File: config.mk
export PLATFORM = sky130hd
export DESIGN_NAME = dmem_arbiter_flat
export DESIGN_NICKNAME = d
export VERILOG_FILES = /design/src/rtl/dmem_arbiter_pkg.sv /design/src/rtl/dmem_arbiter_if.sv /design/src/rtl/dmem_arbiter_rr_pick2.sv /design/src/rtl/dmem_arbiter.sv /design/src/flat_wrapper.sv
export SDC_FILE = /design/constraint.sdc
export NUM_CORES = 1
export LEC_CHECK = 0
export CAP_MARGIN = 10
export CORE_AREA = 2 2 118 120
export DETAILED_ROUTE_END_ITERATION = 7
export DIE_AREA = 0 0 120 122
export PLACE_DENSITY = 0.7
export SLEW_MARGIN = 10
export SYNTH_ARGS = -nofsm -noshare
export SYNTH_HDL_FRONTEND = slang
export SYNTH_SLANG_ARGS = --single-unit
File: constraint.sdc
create_clock -name CLK -period 3 [get_ports CLK]
set_input_delay 0.6 -clock CLK [delete_from_list [all_inputs] [get_ports CLK]]
set_output_delay 0.6 -clock CLK [all_outputs]
set_load 0.01 [all_outputs]
File: src/rtl/dmem_arbiter_pkg.sv
// Shared types and default sizing for the data-memory arbiter.
package dmem_arb_pkg;

  localparam int unsigned WL_DEF    = 32;
  localparam int unsigned DEPTH_DEF = 65;
  localparam int unsigned LENW_DEF  = 4;

  typedef enum logic {
    IDLE,
    BURST
  } state_t;

  typedef logic owner_t;

endpackage

File: src/rtl/dmem_arbiter_if.sv
// Requester and memory-side bus of the data-memory arbiter.
interface dmem_arbiter_if #(
  parameter int unsigned WL   = dmem_arb_pkg::WL_DEF,
  parameter int unsigned LENW = dmem_arb_pkg::LENW_DEF
);
  logic            req0, req1;
  logic            we0, we1;
  logic [WL-1:0]   addr0, addr1;
  logic [LENW-1:0] len0, len1;
  logic [WL-1:0]   wdata0, wdata1;
  logic            ack0, ack1;
  logic            done0, done1;
  logic [WL-1:0]   rdata0, rdata1;
  logic            err;
  logic            mem_write_EN;
  logic [WL-1:0]   mem_addr;
  logic [WL-1:0]   mem_writeData;
  logic [WL-1:0]   mem_readData;

  modport slave (
    input  req0, req1, we0, we1, addr0, addr1, len0, len1, wdata0, wdata1,
           mem_readData,
    output ack0, ack1, done0, done1, rdata0, rdata1, err,
           mem_write_EN, mem_addr, mem_writeData
  );

  modport master (
    output req0, req1, we0, we1, addr0, addr1, len0, len1, wdata0, wdata1,
           mem_readData,
    input  ack0, ack1, done0, done1, rdata0, rdata1, err,
           mem_write_EN, mem_addr, mem_writeData
  );
endinterface

File: src/rtl/dmem_arbiter_rr_pick2.sv
// Two-way round-robin picker: the requester that did not own last wins ties.
module rr_pick2
  import dmem_arb_pkg::*;
(
  input  logic   req0,
  input  logic   req1,
  input  owner_t last,
  output owner_t grant,
  output logic   valid
);

  always_comb begin
    valid = req0 | req1;
    grant = 1'b0;
    if (req0 && req1) grant = ~last;
    else if (req1)    grant = 1'b1;
  end

endmodule

File: src/rtl/dmem_arbiter.sv
// Round-robin arbiter and burst sequencer for the single-ported data_mem.
// Optional address bounds check enabled by DMEM_ARB_BOUNDS_CHECK_EN.
module dmem_arbiter
  import dmem_arb_pkg::*;
#(
  parameter int unsigned WL    = WL_DEF,
  parameter int unsigned DEPTH = DEPTH_DEF,
  parameter int unsigned LENW  = LENW_DEF
) (
  input logic           CLK,
  input logic           RST,
  dmem_arbiter_if.slave bus
);

  if (DEPTH < 1) begin : g_depth_chk
    $error("dmem_arbiter: DEPTH must be at least 1");
  end

  state_t          state, state_nxt;
  owner_t          owner_q, last_q, grant;
  logic            pick_valid, load, active, oob;
  logic            we_q;
  logic [WL-1:0]   base_q, addr_cur;
  logic [LENW-1:0] len_q, beat_q;

  rr_pick2 u_pick (
    .req0  (bus.req0),
    .req1  (bus.req1),
    .last  (last_q),
    .grant (grant),
    .valid (pick_valid)
  );

  always_ff @(posedge CLK) begin
    if (RST) state <= IDLE;
    else     state <= state_nxt;
  end

  always_comb begin
    state_nxt = state;
    load      = 1'b0;
    case (state)
      IDLE: if (pick_valid) begin
        state_nxt = BURST;
        load      = 1'b1;
      end
      BURST: if (beat_q == len_q) state_nxt = IDLE;
      default: state_nxt = IDLE;
    endcase
  end

  always_ff @(posedge CLK) begin
    if (RST) begin
      last_q  <= 1'b1;
      owner_q <= 1'b0;
      we_q    <= 1'b0;
      base_q  <= '0;
      len_q   <= '0;
      beat_q  <= '0;
    end else if (load) begin
      owner_q <= grant;
      last_q  <= grant;
      we_q    <= grant ? bus.we1   : bus.we0;
      base_q  <= grant ? bus.addr1 : bus.addr0;
      len_q   <= grant ? bus.len1  : bus.len0;
      beat_q  <= '0;
    end else if (state == BURST) begin
      beat_q  <= beat_q + LENW'(1);
    end
  end

  assign addr_cur = base_q + WL'(beat_q);
  // RST gates the burst outputs so an aborted beat never reaches memory.
  assign active   = (state == BURST) && !RST;

`ifdef DMEM_ARB_BOUNDS_CHECK_EN
  assign oob = active && (addr_cur >= WL'(DEPTH));
`else
  assign oob = 1'b0;
`endif

  always_comb begin
    bus.ack0          = 1'b0;
    bus.ack1          = 1'b0;
    bus.done0         = 1'b0;
    bus.done1         = 1'b0;
    bus.rdata0        = '0;
    bus.rdata1        = '0;
    bus.err           = 1'b0;
    bus.mem_write_EN  = 1'b0;
    bus.mem_addr      = '0;
    bus.mem_writeData = '0;
    if (active) begin
      bus.mem_addr      = addr_cur;
      bus.mem_write_EN  = we_q && !oob;
      bus.mem_writeData = owner_q ? bus.wdata1 : bus.wdata0;
      bus.err           = oob;
      if (owner_q) begin
        bus.ack1   = 1'b1;
        bus.done1  = (beat_q == len_q);
        bus.rdata1 = oob ? '0 : bus.mem_readData;
      end else begin
        bus.ack0   = 1'b1;
        bus.done0  = (beat_q == len_q);
        bus.rdata0 = oob ? '0 : bus.mem_readData;
      end
    end
  end

endmodule

File: src/flat_wrapper.sv
// flat-port wrapper written by rule: the top's interface ports become plain ports
module dmem_arbiter_flat import dmem_arb_pkg::*;
#(
  parameter int unsigned WL    = WL_DEF,
  parameter int unsigned DEPTH = DEPTH_DEF,
  parameter int unsigned LENW  = LENW_DEF
)
  (CLK, RST, bus_req0, bus_req1, bus_we0, bus_we1, bus_addr0, bus_addr1, bus_len0, bus_len1, bus_wdata0, bus_wdata1, bus_mem_readData, bus_ack0, bus_ack1, bus_done0, bus_done1, bus_rdata0, bus_rdata1, bus_err, bus_mem_write_EN, bus_mem_addr, bus_mem_writeData);
  dmem_arbiter_if #(.WL(WL), .LENW(LENW)) bus_i ();
  input logic CLK;
  input logic RST;
  input wire logic [$bits(bus_i.req0)-1:0] bus_req0;
  input wire logic [$bits(bus_i.req1)-1:0] bus_req1;
  input wire logic [$bits(bus_i.we0)-1:0] bus_we0;
  input wire logic [$bits(bus_i.we1)-1:0] bus_we1;
  input wire logic [$bits(bus_i.addr0)-1:0] bus_addr0;
  input wire logic [$bits(bus_i.addr1)-1:0] bus_addr1;
  input wire logic [$bits(bus_i.len0)-1:0] bus_len0;
  input wire logic [$bits(bus_i.len1)-1:0] bus_len1;
  input wire logic [$bits(bus_i.wdata0)-1:0] bus_wdata0;
  input wire logic [$bits(bus_i.wdata1)-1:0] bus_wdata1;
  input wire logic [$bits(bus_i.mem_readData)-1:0] bus_mem_readData;
  output wire logic [$bits(bus_i.ack0)-1:0] bus_ack0;
  output wire logic [$bits(bus_i.ack1)-1:0] bus_ack1;
  output wire logic [$bits(bus_i.done0)-1:0] bus_done0;
  output wire logic [$bits(bus_i.done1)-1:0] bus_done1;
  output wire logic [$bits(bus_i.rdata0)-1:0] bus_rdata0;
  output wire logic [$bits(bus_i.rdata1)-1:0] bus_rdata1;
  output wire logic [$bits(bus_i.err)-1:0] bus_err;
  output wire logic [$bits(bus_i.mem_write_EN)-1:0] bus_mem_write_EN;
  output wire logic [$bits(bus_i.mem_addr)-1:0] bus_mem_addr;
  output wire logic [$bits(bus_i.mem_writeData)-1:0] bus_mem_writeData;
  assign bus_i.req0 = bus_req0;
  assign bus_i.req1 = bus_req1;
  assign bus_i.we0 = bus_we0;
  assign bus_i.we1 = bus_we1;
  assign bus_i.addr0 = bus_addr0;
  assign bus_i.addr1 = bus_addr1;
  assign bus_i.len0 = bus_len0;
  assign bus_i.len1 = bus_len1;
  assign bus_i.wdata0 = bus_wdata0;
  assign bus_i.wdata1 = bus_wdata1;
  assign bus_i.mem_readData = bus_mem_readData;
  assign bus_ack0 = bus_i.ack0;
  assign bus_ack1 = bus_i.ack1;
  assign bus_done0 = bus_i.done0;
  assign bus_done1 = bus_i.done1;
  assign bus_rdata0 = bus_i.rdata0;
  assign bus_rdata1 = bus_i.rdata1;
  assign bus_err = bus_i.err;
  assign bus_mem_write_EN = bus_i.mem_write_EN;
  assign bus_mem_addr = bus_i.mem_addr;
  assign bus_mem_writeData = bus_i.mem_writeData;
  dmem_arbiter #(.WL(WL), .DEPTH(DEPTH), .LENW(LENW)) u_core (.CLK(CLK), .RST(RST), .bus(bus_i));
endmodule
# ---- Word level (Yosys, flattened, before mapping)
# Index checks and enable logic that the tools add are counted.
# W data, S select, Z words.
dict set report classes {
  addsub 2
  eq_ne 1
  mux 25
  bitwise 3
  n_reduce_logical 4
}
# cell count
set ops {}
lappend ops {{$mux W32} 8}
lappend ops {{$add A32 B4 Y32} 1}
lappend ops {{$mux W1} 15}
lappend ops {{$add A4 B1 Y4 const B} 1}
lappend ops {{$eq A4 B4 Y1} 1}
lappend ops {{$mux W4} 1}
lappend ops {{$logic_and A1 B1 Y1} 2}
lappend ops {{$not A1 Y1} 2}
lappend ops {{$pmux W1 S2} 1}
lappend ops {{$reduce_or A2 Y1} 1}
lappend ops {{$logic_not A1 Y1} 1}
lappend ops {{$or A1 B1 Y1} 1}
dict set report totals {
  reg_bits 44
  in_bits 174
  out_inout_bits 134
  elab_cells 42
}

# ---- Depth between registers and ports, before layout
# Gate-level depths: netlist of run 1.
dict set report logic_depth {
  ltp_word 4
  ltp_mapped 8
  mapped_depth_nobuf 8
}

# ---- Hierarchy
# Synthesis of run 1 repeated with hierarchy kept, for this count alone.
dict set report hier_totals {
  hier_cells 511
  hier_area_um2 3751.1
}
# module instances cells_per_inst area_per_inst_um2 seq_area_each_um2
set modules_own_cells {}
lappend modules_own_cells {dmem_arbiter 1 509 3737.3 880.8}
lappend modules_own_cells {rr_pick2 1 2 13.8 0.0}

# ---- Worst setup path before layout of run 1
# No wires, ideal clock.
dict set report synth_path {
  path_type {register -> output}
  startpoint {register u_core.beat_q[0]}
  endpoint {output port bus_mem_addr[28]}
  arrival_time_ns 2.240
  slack_ns 0.160
  path_stages_with_launch 9
  n_path_buf 0
  cell_sequence {dfxtp_1 -> ha_1 -> inv_1 -> fa_1 -> nand2b_1 -> a21oi_4 -> nand4_1 -> or3_1 -> a21oi_1}
}
dict set report synth_between {
  elab_chain_cells 2
}
# element line_no
set synth_rtl {}
lappend synth_rtl {{from (decl)} dmem_arbiter.sv:24} ;# logic [LENW-1:0] len_q, beat_q;
lappend synth_rtl {{from (signal assigned)} dmem_arbiter.sv:68} ;# beat_q <= beat_q + LENW'(1);
lappend synth_rtl {{$add A32 B4 Y32} dmem_arbiter.sv:72} ;# assign addr_cur = base_q + WL'(beat_q);
lappend synth_rtl {{$mux W32} dmem_arbiter.sv:93} ;# if (active) begin
lappend synth_rtl {{to (decl)} flat_wrapper.sv:31} ;# output wire logic [$bits(bus_i.mem_addr)-1:0] bus_mem_addr;
# No other way between the ends.

# ---- Worst setup path after layout of run 1
dict set report layout_path {
  startpoint {input port RST}
  endpoint {output port bus_mem_writeData[30]}
}
dict set report layout_between {
  elab_chain_cells 3
}
# element line_no
set layout_rtl {}
lappend layout_rtl {{from (decl)} flat_wrapper.sv:11} ;# input logic RST;
lappend layout_rtl {{$logic_not A1 Y1} dmem_arbiter.sv:74} ;# assign active = (state == BURST) && !RST;
lappend layout_rtl {{$logic_and A1 B1 Y1} dmem_arbiter.sv:74}
lappend layout_rtl {{$mux W32} dmem_arbiter.sv:93}
lappend layout_rtl {{to (decl)} flat_wrapper.sv:32} ;# output wire logic [$bits(bus_i.mem_writeData)-1:0] bus_mem_writeData;
# No other way between the ends.

==> results of run 1 <==
cells in the mapped netlist (all sizes together):
cell	n
mux2i	70
nor2	66
nand2	49
o21ai	47
dfxtp	44
and3	37
and2	34
clkbuf	31
xor2	18
a21oi	13
nand4	11
or3	11
nand3	10
inv	7
xnor2	7
buf	6
and4	5
ha	5
nand2b	2
o22ai	2
a211oi	1
a21boi	1
a221o	1
a22oi	1
conb	1
fa	1
nor3	1
o211a	1
o21bai	1
or2	1
power by group through the flow:
stage	clock network [W]	logic [W]	registers, W
after floorplan	0	0.000394	0.000714
after global placement	0	0.000910	0.000741
after detailed placement	0	0.000921	0.000746
after CTS	0.000526	0.000919	0.000733
after global routing	0.000549	0.000999	0.000749
final	0.000516	0.000922	0.000738
area by class of cell:
| type | count | share of cell area (%) |
|---|---|---|
| timing repair buffer | 343 | 46.0 |
| multi-input combinational | 397 | 36.5 |
| sequential | 44 | 12.2 |
| tap | 180 | 3.10 |
| clock buffer | 6 | 1.77 |
| inverter | 7 | 0.361 |
| clock inverter | 1 | 0.0688 |
| antenna | 1 | 0.0344 |
logic make-up (layout without fill, tap and decap cells):
logic type | count (synthesis) | count (layout)
AND/OR/NAND/NOR | 227 | 227
multiplexers | 70 | 70
AO/OA/AOI/OAI | 68 | 68
flip-flops | 44 | 44
buffers and inverters | 44 | 357
XOR/XNOR | 25 | 25
adder cells (fa/ha/maj) | 6 | 6
other | 1 | 2
routing by layer:
metal  track usage (%)  part of all wire [%]  vias to the layer above  wire, µm
met5                 0                     0                        -         0
met1              23.0                    40                     2114      6290
met3              5.81                   8.0                       18      1280
li1                  -                     -                     2288         -
met4              5.22                   1.7                        0       270
met2              38.1                    51                      189      8030
per-stage QoR:
| step | setup TNS, ns | power (W) | hold WS, ns |
|---|---|---|---|
| after global routing | -0.0118 | 0.00230 | 0.483 |
| after CTS | 0 | 0.00218 | 0.453 |
| final | 0 | 0.00218 | 0.446 |
| after floorplan | 0 | 0.00111 | 0.417 |
| after detailed placement | -1.57 | 0.00167 | 0.439 |
| after global placement | -1.29 | 0.00165 | 0.427 |
worst max-delay path: cells and delay by family:
| family | cells | cell delay (ns) |
|---|---|---|
| simple gates | 2 | 0.36 |
| buf+inv | 4 | 1.34 |
repair_timing:
action / CTS / global route
hold buffers: 0 / 0
cloned: 0 / 0
gates resized for setup: 56 / 37
setup endpoints to repair: 28 / 50
setup buffers: 2 / 2
pin swaps: 2 / 6
hold endpoints to repair: 0 / 0
registers in the layout (all words and copies together) (netlist names):
name	count
u_core.base_q	32
u_core.beat_q	4
u_core.state	1
u_core.last_q	1
u_core.owner_q	1
u_core.len_q	4
u_core.we_q	1
how the worst max path moves through the flow:
stage	to	depth (start not counted)	start	slack [ns]
3_5_place_dp	bus_mem_addr[30]	10	u_core.beat_q[0]$_SDFFE_PP0P_	-0.23
5_1_grt	bus_mem_addr[30]	10	u_core.base_q[0]$_SDFFE_PP0P_	-0.007
3_3_place_gp	bus_mem_addr[30]	10	u_core.beat_q[0]$_SDFFE_PP0P_	-0.19
4_1_cts	bus_mem_addr[16]	11	u_core.base_q[0]$_SDFFE_PP0P_	0.001
2_1_floorplan	bus_mem_addr[28]	8	u_core.beat_q[0]$_SDFFE_PP0P_	0.16
6_report	bus_mem_writeData[30]	6	RST	0.07
==> results_dict.tcl, run 1 <==
set metrics [dict create \
    synth_fp_nets 665 \
    syn_inst 485 \
    yosysTopAreaCell "dfxtp_1" \
    finalWirelength_mm 15.9 \
    die_w_um 120 \
    yosys.cell_types.count 38 \
    core_um2 13500 \
    gr-total-overflow 0 \
    avgSynthCellArea_um2 7.45 \
    cts.sinks 44 \
    yosys.area_share.adder_pct 2.29 \
    place_congestion 0.907 \
    die-area_um2 14600 \
    min_to "u_core.we_q$_SDFFE_PP0P_" \
    status "completed" \
    die_h_um 122 \
    stdcell_count 979 \
    grt_max_degree 47 \
    cts_tree "yes" \
    nNetsFinal 978 \
    tightest_slew_ns 0.624 \
    synth_top_family_by_area "simple AND/OR/NAND/NOR gates" \
    layout_commonest_cell "clkdlybuf4s50_1" \
    maxSlewViolCount 0 \
    maxCapViolations 0 \
    antenna_found_initial 1 \
    pwr-share-seq_pct 33.9 \
    crit_path_end_kind "output pin" \
    ant_nets 0 \
    h-tree-depth 2 \
    switching_share_pct 31.5 \
    required_ns 2.40 \
    grt_pass1_wl_mm 23.8 \
    fillers 1291 \
    finish.utilization_pct 53.8 \
    dpl_worst_slack_ns -0.232 \
    areaGrowthSynthToFinish_pct 101 \
    rows 43 \
    track_usage_pct 20.5 \
    ys_seq_area_share_pct 24.4 \
    numCtsBuffers 5 \
    clkLatencyLatePin_ns 0.28 \
    grt_pass1_vias 4492 \
    drt_first_pass_iters 6 \
    cts_root_buf "clkbuf_16" \
    holdPathStages 2 \
    post_drt_via_cell_ratio 4.71 \
    synthMuxAreaShare_pct 19.4 \
    placed_area_um2 7070 \
    port_buffers 306 \
    clk_pin_slew_ns 0.06 \
    synth-compound-area-share_pct 10.5 \
    clockBufferDepth 2 \
    ys_ff_latch 44 \
    ys_warn_count 0 \
    timing.final.ws_setup_ns 0.0742 \
    critical_path_arrival_ns 2.33 \
    synth.area.top_cells "dfxtp_1 (24%), mux2i_1 (19%), nor2_1 (6.9%)" \
    startpoint_type "input pin" \
    combPwrFrac_pct 42.4 \
    yosys.area_share.simple_pct 32.3 \
    skew_ns 0.00437 \
    crit_fanout 46 \
    power.density_nw_per_um2 299 \
    rr_worst_depth 5 \
    p_leak_nw 2.92 \
    p_sw_w 0.000685 \
    drive_gt1_share_pct 10.9 \
    fin_crit_ns 2.93 \
    cp_cell_sequence "clkdlybuf4s50_1 > nand2b_2 > buf_4 > buf_12 > nor2_1 > clkdlybuf4s50_1" \
    crit_top_cell "clkdlybuf4s50_1" \
    dp.cells 967 \
    p_int_w 0.00149 \
    drt-wirelength-per-cell_um 16.2 \
    finalCritPeriodShare_pct 97.5 \
    netlist_area_um2 3610 \
    max_stage_delay_ns 0.59 \
    hpwl_mm 13.2 \
    reg2reg_from "u_core.state$_SDFF_PP0_" \
    first_iter_violations 223 \
    multi_input_area_um2 2660 \
    regArea_um2 885 \
    drc 0 \
    worst_r2r_endpoint "u_core.base_q[11]$_SDFFE_PP0P_" \
    num_vias 4609 \
    final_cell_mix "clkdlybuf4s50_1 (273), mux2i_1 (70), nor2_1 (63), nand2_1 (49), o21ai_0 (46)" \
    setup_viol 0 \
    slowest_stage "clkdlybuf4s50_1" \
    min-delay-start "u_core.we_q$_SDFFE_PP0P_" \
    synth_xor_area_share_pct 6.06 \
    max_freq_ghz 0.342 \
    r2r_slack_ns 1.37 \
    finalHoldViolations 0 \
    fin_area_um2 7270 \
    pin_count 308 \
    start_util_pct 26.8 \
    netlist.area_leader.share_pct 24.4 \
    slew-limit-headroom_pct 58.4 \
    worstSetupPathType "input pin to output pin" \
    hold_class "flop to flop" \
    peakVddDrop_mv 0.209 \
    p_clk_share_pct 23.7 \
]
Power figures use the tool's default switching activity.
==> run 2: changes to the inputs <==
--- a/config.mk
+++ b/config.mk
@@ -5,11 +5,12 @@
 export SDC_FILE = /design/constraint.sdc
 export NUM_CORES = 1
 export LEC_CHECK = 0
+export ABC_AREA = 1
 export CAP_MARGIN = 10
-export CORE_AREA = 2 2 118 120
+export CORE_AREA = 2 2 120 122
 export DETAILED_ROUTE_END_ITERATION = 7
-export DIE_AREA = 0 0 120 122
-export PLACE_DENSITY = 0.7
+export DIE_AREA = 0 0 122 124
+export PLACE_DENSITY = 0.72
 export SLEW_MARGIN = 10
 export SYNTH_ARGS = -nofsm -noshare
 export SYNTH_HDL_FRONTEND = slang
==> constraint.sdc (replaced) <==
create_clock -name CLK -period 3.75 [get_ports CLK]
set_input_delay 0.75 -clock CLK [delete_from_list [all_inputs] [get_ports CLK]]
set_output_delay 0.75 -clock CLK [all_outputs]
set_load 0.01 [all_outputs]
==> results_dict.tcl, run 2 <==
set metrics [dict create \
    status "completed" \
    netlist_area_um2 4070 \
    first_iter_violations 305 \
    yosys.cell_types.count 31 \
    postCtsHoldBufs 0 \
    antenna_found_initial 0 \
    grt_pass1_wl_mm 26.4 \
    drc 0 \
    hold_class "flop to flop" \
    finalWirelength_mm 17.9 \
    maxSlewViolCount 0 \
    avgSynthCellArea_um2 6.24 \
    synth_common_cells "nor2_1 (209), nand2_1 (95), inv_1 (66)" \
    p_leak_nw 2.94 \
    cts.repair.resized 0 \
    power.density_nw_per_um2 260 \
    postCtsSetupBuffers 0 \
    slew-limit-headroom_pct 61.0 \
    min_to "u_core.last_q$_SDFFE_PP1P_" \
    numCtsBuffers 5 \
    layout_commonest_cell "clkdlybuf4s50_1" \
    clk_pin_slew_ns 0.07 \
    fin_crit_ns 3.56 \
    syn_inst 653 \
    drt-wirelength-per-cell_um 16.0 \
    grt_pass1_vias 4821 \
    r2r_slack_ns 2.11 \
    crit_path_end_kind "output pin" \
    skew_ns 0.00507 \
    synth.area.top_cells "dfxtp_1 (22%), nor2_1 (19%), o31ai_4 (9.9%)" \
    cts.sinks 44 \
    yosysTopAreaCell "dfxtp_1" \
    die_h_um 124 \
    reg.largest.list "u_core.base_q x32, u_core.beat_q x4, u_core.len_q x4" \
    drive_gt1_share_pct 5.64 \
    ys_warn_count 0 \
    synth_edf_count 0 \
    num_vias 5281 \
    die_w_um 122 \
    worstSetupPathType "input pin to output pin" \
    synth_flop_cell "dfxtp_1" \
    critical_path_arrival_ns 2.81 \
    rr_worst_depth 5 \
    ys_ff_latch 44 \
    worst_r2r_endpoint "u_core.base_q[11]$_SDFFE_PP0P_" \
    cts_tree "yes" \
    multi_input_area_um2 2740 \
    stdcell_count 1119 \
    ant_nets 0 \
    fin_setup_tns_ns 0 \
    cts_root_buf "clkbuf_16" \
    nNetsFinal 1118 \
    crit_fanout 33 \
    yosysMostFrequentCell "nor2_1" \
    dp.cells 1111 \
    max_freq_ghz 0.281 \
    ys_seq_area_share_pct 21.6 \
    required_ns 3.00 \
    clockBufferDepth 2 \
    track_usage_pct 22.5 \
    maxCapViolations 0 \
    finalCritPeriodShare_pct 95.0 \
    grt_max_degree 40 \
    post_drt_via_cell_ratio 4.72 \
    largest_reg_flops 32 \
    startpoint "RST" \
    fillers 1359 \
    h-tree-depth 2 \
    rsz0062_at_grt "false" \
    start_util_pct 29.7 \
    drt_first_pass_iters 5 \
    peakVddDrop_mv 0.241 \
    reg2reg_from "u_core.state$_SDFF_PP0_" \
    tightest_slew_ns 0.585 \
    regArea_um2 882 \
    core_um2 13700 \
    gr-total-overflow 0 \
    rows 43 \
    diodes 0 \
    setup_viol 0 \
    areaGrowthSynthToFinish_pct 82.8 \
    synth_fp_nets 833 \
    place_congestion 0.915 \
    final_cell_mix "clkdlybuf4s50_1 (305), nor2_1 (208), nand2_1 (95), inv_1 (66), nand3_1 (64)" \
    holdPathStages 2 \
    port_buffers 306 \
    netlist.area_leader.share_pct 21.6 \
    clkLatencyLatePin_ns 0.29 \
    top_register "u_core.base_q" \
    pin_count 308 \
    synth_async_sr_flop_share_pct 0 \
    min-delay-start "u_core.last_q$_SDFFE_PP1P_" \
    die-area_um2 15100 \
    finalHoldViolations 0 \
    hpwl_mm 14.8 \
    startpoint_type "input pin" \
]
## run 2: cell families (layout without fill, tap and decap cells)
kind of cell | Yosys count | after routing | share of synthesized area [%]
buffers and inverters | 107 | 393 | 11.2
adder cells (fa/ha/maj) | 6 | 6 | 2.03
AO/OA/AOI/OAI | 98 | 98 | 23.9
other | 1 | 1 | 0.0920
XOR/XNOR | 8 | 8 | 1.72
flip-flops | 44 | 44 | 21.6
AND/OR/NAND/NOR | 389 | 389 | 39.4
## run 2: how the worst max path moves through the flow
stage	depth (start not counted)	end
4_1_cts	13	bus_mem_addr[28]
5_1_grt	12	bus_mem_addr[28]
3_5_place_dp	7	bus_done1
2_1_floorplan	12	bus_mem_addr[28]
6_report	7	bus_done1
3_3_place_gp	7	bus_done0
## run 2: area by class of cell
| type | count | area share, % |
|---|---|---|
| clock buffer | 5 | 1.68 |
| timing repair buffer | 315 | 42.4 |
| multi-input combinational | 502 | 36.8 |
| sequential | 44 | 11.8 |
| clock inverter | 3 | 0.672 |
| tap | 180 | 3.02 |
| inverter | 70 | 3.53 |
## run 2: worst max-delay path, stage by stage
cell,delay (ns)
clkdlybuf4s50_1,0.57
nor2_4,0.06
inv_2,0.24
nor2_4,0.06
inv_2,0.43
nor2_1,0.17
clkdlybuf4s50_1,0.52
## run 2: per-layer routing
metal	wire (µm)	track usage (%)
met1	7700	28.4
met2	8310	38.8
met3	1430	4.12
met4	479	6.82
met5	0	0
## run 2: where the power goes
part / internal, W / switching (W) / leakage [nW] / total [W]
Clock: 0.000322 / 0.000205 / 0.0863 / 0.000527
Sequential: 0.000529 / 0.0000822 / 0.364 / 0.000611
Combinational: 0.000428 / 0.000372 / 2.49 / 0.000801
## run 2: metrics by stage
stage	utilization [%]	total power [W]	area (µm²)	hold WS (ns)	worst slack (ns)
3_5_place_dp	52.9	0.00142	7260	0.471	0.200
2_1_floorplan	-	0.000986	4070	0.442	1.17
4_1_cts	54.2	0.00194	7440	0.491	0.0139
3_3_place_gp	52.9	0.00141	7260	0.463	0.235
5_1_grt	54.3	0.00203	7450	0.530	0.0235
6_report	54.3	0.00194	7450	0.491	0.189
==> run 3: changes to the inputs <==
--- a/config.mk
+++ b/config.mk
@@ -8,8 +8,10 @@
 export ABC_AREA = 1
 export CAP_MARGIN = 10
 export CORE_AREA = 2 2 120 122
+export CTS_CLUSTER_SIZE = 40
 export DETAILED_ROUTE_END_ITERATION = 7
 export DIE_AREA = 0 0 122 124
+export GPL_ROUTABILITY_DRIVEN = 0
 export PLACE_DENSITY = 0.72
 export SLEW_MARGIN = 10
 export SYNTH_ARGS = -nofsm -noshare
==> results of run 3 <==
The final DEF is identical to that of run 2; final timing and power are the same.
